--- src/rtl/mult_seq_ctrl.sv ---
// Iterative radix-2 Booth multiplier, WIDTH x WIDTH -> 2*WIDTH, signed or unsigned.
// Latency STEPS cycles START->DONE; START ignored while BUSY, ABORT cancels a run without touching LOW/HIGH.
module mult_seq_ctrl #(
    parameter int WIDTH = 32,
    parameter int STEPS = WIDTH + 1
) (
    input  logic             CLK,
    input  logic             RST,
    input  logic             START,
    input  logic             SIGNED_OP,
    input  logic             ABORT,
    input  logic [WIDTH-1:0] M,
    input  logic [WIDTH-1:0] Q0,
    output logic             BUSY,
    output logic             DONE,
    output logic [WIDTH-1:0] LOW,
    output logic [WIDTH-1:0] HIGH
);

    localparam int XW = WIDTH + 1;
    localparam int CW = $clog2(STEPS + 1);

    typedef enum logic {
        IDLE,
        RUN
    } state_t;

    state_t           state_q;
    logic [XW-1:0]    mx_q;
    logic [XW-1:0]    a_q;
    logic [XW-1:0]    qx_q;
    logic             qm1_q;
    logic [CW-1:0]    cnt_q;
    logic             busy_q;
    logic             done_q;
    logic [WIDTH-1:0] low_q;
    logic [WIDTH-1:0] high_q;

    logic [XW-1:0]    a_sum;
    logic [XW-1:0]    a_d;
    logic [XW-1:0]    qx_d;
    logic             qm1_d;
    logic             last_step;
    logic             ext_m;
    logic             ext_q;

    assign ext_m     = SIGNED_OP & M[WIDTH-1];
    assign ext_q     = SIGNED_OP & Q0[WIDTH-1];
    assign last_step = (cnt_q == CW'(STEPS - 1));

    // One Booth step: conditional add/subtract, then arithmetic shift of {A, Qx, q_-1}.
    always_comb begin
        a_sum = a_q;
        case ({qx_q[0], qm1_q})
            2'b01:   a_sum = a_q + mx_q;
            2'b10:   a_sum = a_q - mx_q;
            default: a_sum = a_q;
        endcase
        a_d   = {a_sum[XW-1], a_sum[XW-1:1]};
        qx_d  = {a_sum[0], qx_q[XW-1:1]};
        qm1_d = qx_q[0];
    end

    always_ff @(posedge CLK or posedge RST) begin
        if (RST) begin
            state_q <= IDLE;
            mx_q    <= '0;
            a_q     <= '0;
            qx_q    <= '0;
            qm1_q   <= 1'b0;
            cnt_q   <= '0;
            busy_q  <= 1'b0;
            done_q  <= 1'b0;
            low_q   <= '0;
            high_q  <= '0;
        end else begin
            case (state_q)
                IDLE: begin
                    done_q <= 1'b0;
                    if (START) begin
                        mx_q    <= {ext_m, M};
                        qx_q    <= {ext_q, Q0};
                        a_q     <= '0;
                        qm1_q   <= 1'b0;
                        cnt_q   <= '0;
                        busy_q  <= 1'b1;
                        state_q <= RUN;
                    end
                end
                RUN: begin
                    if (ABORT) begin
                        busy_q  <= 1'b0;
                        done_q  <= 1'b0;
                        state_q <= IDLE;
                    end else begin
                        a_q   <= a_d;
                        qx_q  <= qx_d;
                        qm1_q <= qm1_d;
                        cnt_q <= cnt_q + 1'b1;
                        if (last_step) begin
                            // The product's low 2*WIDTH bits straddle the A/Qx boundary by one bit.
                            low_q   <= qx_d[WIDTH-1:0];
                            high_q  <= {a_d[WIDTH-2:0], qx_d[XW-1]};
                            done_q  <= 1'b1;
                            busy_q  <= 1'b0;
                            state_q <= IDLE;
                        end
                    end
                end
                default: state_q <= IDLE;
            endcase
        end
    end

    assign BUSY = busy_q;
    assign DONE = done_q;
    assign LOW  = low_q;
    assign HIGH = high_q;

endmodule
--- config.mk ---
export PLATFORM = sky130hd
export DESIGN_NAME = mult_seq_ctrl
export DESIGN_NICKNAME = d
export VERILOG_FILES = /design/src/rtl/mult_seq_ctrl.sv
export SDC_FILE = /design/constraint.sdc
export NUM_CORES = 1
export LEC_CHECK = 0
export ABC_AREA = 1
export BUFFER_PORTS_ARGS = -buffer_cell sky130_fd_sc_hd__clkbuf_2
export CORE_MARGIN = 5
export CORE_UTILIZATION = 47
export DETAILED_ROUTE_END_ITERATION = 8
export HOLD_SLACK_MARGIN = 0.08
export PLACE_DENSITY = 0.75
export SYNTH_ARGS = -nofsm -noshare
export SYNTH_HDL_FRONTEND = slang
export SYNTH_SLANG_ARGS = --single-unit
--- constraint.sdc ---
create_clock -name CLK -period 7.4 [get_ports CLK]
set_input_delay 1.11 -clock CLK [delete_from_list [all_inputs] [get_ports CLK]]
set_output_delay 1.11 -clock CLK [all_outputs]
set_load 0.02 [all_outputs]
==> flow_metrics.py <==
metrics = {
    "outcome": {
        "status": "finished clean",
    },
    "setup_path": {
        "reg2reg_slack_ps": 3310,
        "r2r_end": "LOW[29]",
        "crit_chain": "inv_2, nor2_4, inv_4, nor2_8, clkinv_2, buf_4, nand2_1, o21ai_0",
        "r2r_cells": 8,
        "cpPeakStageDelay_ps": 1070,
        "worstPathRequired_ps": 7710,
        "path_max_fanout": 66,
        "r2r_start": "state_q",
        "slowest_stage": "dfrtp_2",
        "crit_type": "reg -> reg",
        "worstSetupEndpointType": "register",
        "cp.arrival_ps": 4390,
        "worstSetupStartpointType": "register",
    },
    "sta": {
        "hold_violations": 0,
        "setup_viol": 0,
        "layout_min_cycle_time_ps": 4090,
        "slew-limit-headroom_pct": 26.7,
        "tns_ps": 0,
        "worstMarginPinSlew_ps": 1100,
        "worst_slack_ps": 3310,
        "fin_crit_sh_pct": 55.2,
        "drv_slew": 0,
        "rsz0062_at_grt": "false",
        "finalClockSkew_ps": 14.6,
        "fmax_ghz": 0.245,
    },
    "clock_tree": {
        "root_buffer": "clkbuf_16",
        "cts_max_path_buffers": 2,
        "clkLatencyLatePin_ps": 440,
        "cts-htree-levels": 4,
        "clk_pin_slew_ps": 80,
        "cts-hold-fix-buffers": 0,
        "cts_made_buffers": 17,
        "cts_tree": "built",
        "post-cts-setup-buffers": 0,
        "cts_num_sinks": 172,
        "ctsResizeCount": 0,
    },
    "routing": {
        "drc": 0,
        "wl_per_cell_um": 14.2,
        "dr_total_vias": 9641,
        "drtIter0Drc": 661,
        "wirelength_um": 27300,
        "avgViaCountPerCell": 5.02,
        "detail-route-antenna-nets": 0,
        "drt-pass1-iter-count": 5,
    },
    "final_layout": {
        "diodes": 0,
        "layout_common_cells": "nand2_1, inv_1, dfrtp_1",
        "fillers": 2174,
        "area_growth_pct": 13.6,
        "drive_gt1_share_pct": 13.8,
        "final_common_cell": "nand2_1",
        "final_nets": 1727,
    },
    "floorplanning": {
        "fp-row-count": 55,
        "die_w_um": 161,
        "fp.dieH_um": 161,
        "design.core.area_mm2": 0.0225,
        "dieArea_mm2": 0.0258,
        "pin_count": 135,
        "initial_utilization_pct": 47.4,
    },
    "power": {
        "power.density_mw_per_mm2": 374,
        "seq_power_share_pct": 28.4,
        "power.total_uw": 4530,
        "irDropWorstVdd_mv": 0.194,
        "combPwrFrac_pct": 51.2,
        "p_sw_share_pct": 47.3,
        "power.leakage_uw": 0.00682,
        "switchingPower_uw": 2150,
        "p_int_uw": 2390,
        "power_frac_clock_pct": 20.5,
    },
    "synthesis": {
        "netlist_area_mm2": 0.0107,
        "async_flop_share_pct": 100,
        "avgSynthCellArea_um2": 7.05,
        "synth_area_leaders": "dfrtp_1, nand2_1, inv_1",
        "synth_top_area_cell": "dfrtp_1",
        "seq_area_frac_synth_pct": 40.3,
        "synth_top_area_share_pct": 40.3,
        "synth_ff_type": "dfrtp_1",
        "synthesis.nets": 1620,
        "ys_ff_latch": 172,
        "syn_inst": 1514,
        "yosysWarnings": 0,
        "synth_cell_types": 46,
        "synth_edf_count": 0,
    },
    "min_path": {
        "holdPathEnd": "HIGH[1]",
        "min_from": "HIGH[1]",
        "hold_path.class": "reg -> reg",
        "min_path_cells": 2,
    },
    "flow_run": {
        "maxCapViolations": 0,
    },
    "global_routing": {
        "grtUsageTotal_pct": 21.6,
        "grt_pass1_vias": 9074,
        "grt_max_degree": 93,
        "grt_pass1_wl_um": 45700,
        "antenna_found_initial": 1,
        "grt.overflow.total": 0,
    },
    "placed_design": {
        "place_congestion": 0.950,
        "pre_cts_slack_ps": 3270,
        "hpwl_um": 20500,
        "portBuffers": 134,
    },
}
[critical path: cells and delay by family (launching register included)]
family / cells / cell delay, ps
AND/OR/NAND/NOR: 3 / 1150
flip-flops: 1 / 1070
buffers and inverters: 4 / 1570
AO/OA/AOI/OAI: 1 / 80
[cells by family after synthesis]
family	after synthesis	synth area share [%]
XOR/XNOR	39	3.20
multiplexers	6	0.574
flip-flops	172	40.3
AO/OA/AOI/OAI	195	10.5
buffers and inverters	290	10.6
adder cells (fa/ha/maj)	37	4.41
AND/OR/NAND/NOR	775	30.4
[through the flow]
stage	instances	area, µm²	hold slack, ps	util, %
5_1_grt	1919	12100	501	53.9
3_3_place_gp	1887	11500	457	51.2
4_1_cts	1919	12100	481	53.9
6_report	1919	12100	475	53.9
3_5_place_dp	1887	11500	463	51.2
2_1_floorplan	1514	10700	469	-
[power groups by stage]
stage	Combinational [µW]	Clock, µW	Sequential (µW)
floorplan	1750	0	1260
global placement	2230	0	1290
detailed placement	2280	0	1300
CTS	2290	943	1280
global route	2630	985	1310
finish	2320	929	1290
[worst max-delay path by stage]
stage	startpoint	endpoint	slack (ps)	cells past startpoint
floorplan	RST	BUSY	1630	1
global placement	ABORT	HIGH[31]	3370	8
detailed placement	state_q	LOW[29]	3270	8
CTS	state_q	LOW[27]	3240	8
global route	state_q	LOW[30]	2810	8
finish	state_q	LOW[29]	3310	8
[cell usage after synthesis (5+ instances only)]
cell type / n
nand2_1: 550
inv_1: 229
dfrtp_1: 172
nand3_1: 95
o21ai_0: 90
nor2_1: 70
o21ai_1: 38
ha_1: 36
o211ai_1: 35
xor2_1: 35
clkbuf_1: 23
a21oi_1: 20
buf_2: 18
or2_2: 16
nor3_1: 10
inv_2: 9
buf_1: 6
nand4_1: 6
mux2i_1: 5
nand3_2: 5
[flip-flops by register name, indices dropped and copies added, names as in the netlist]
register / flops
BUSY: 1
qm1_q: 1
qx_q: 33
mx_q: 33
LOW: 32
state_q: 1
cnt_q: 6
DONE: 1
a_q: 32
HIGH: 32
[layer usage]
layer | vias to the layer above | track usage (%) | wire length, µm
met2 | 238 | 33.7 | 12400
met4 | 2 | 5.43 | 389
li1 | 4934 | - | -
met3 | 30 | 4.23 | 1540
met5 | - | 0 | 13
met1 | 4437 | 31.0 | 12900
[cell type report]
cell class	instances	area, µm²	share of cell area [%]
multi-input cells	1052	5250	43.3
flip-flops and latches	172	4310	35.5
inverters	240	910	7.50
repair buffers	138	701	5.78
clock buffers	18	439	3.62
well taps	285	357	2.94
clock inverters	14	171	1.41
Note: power is estimated with default switching activity, not from simulation.
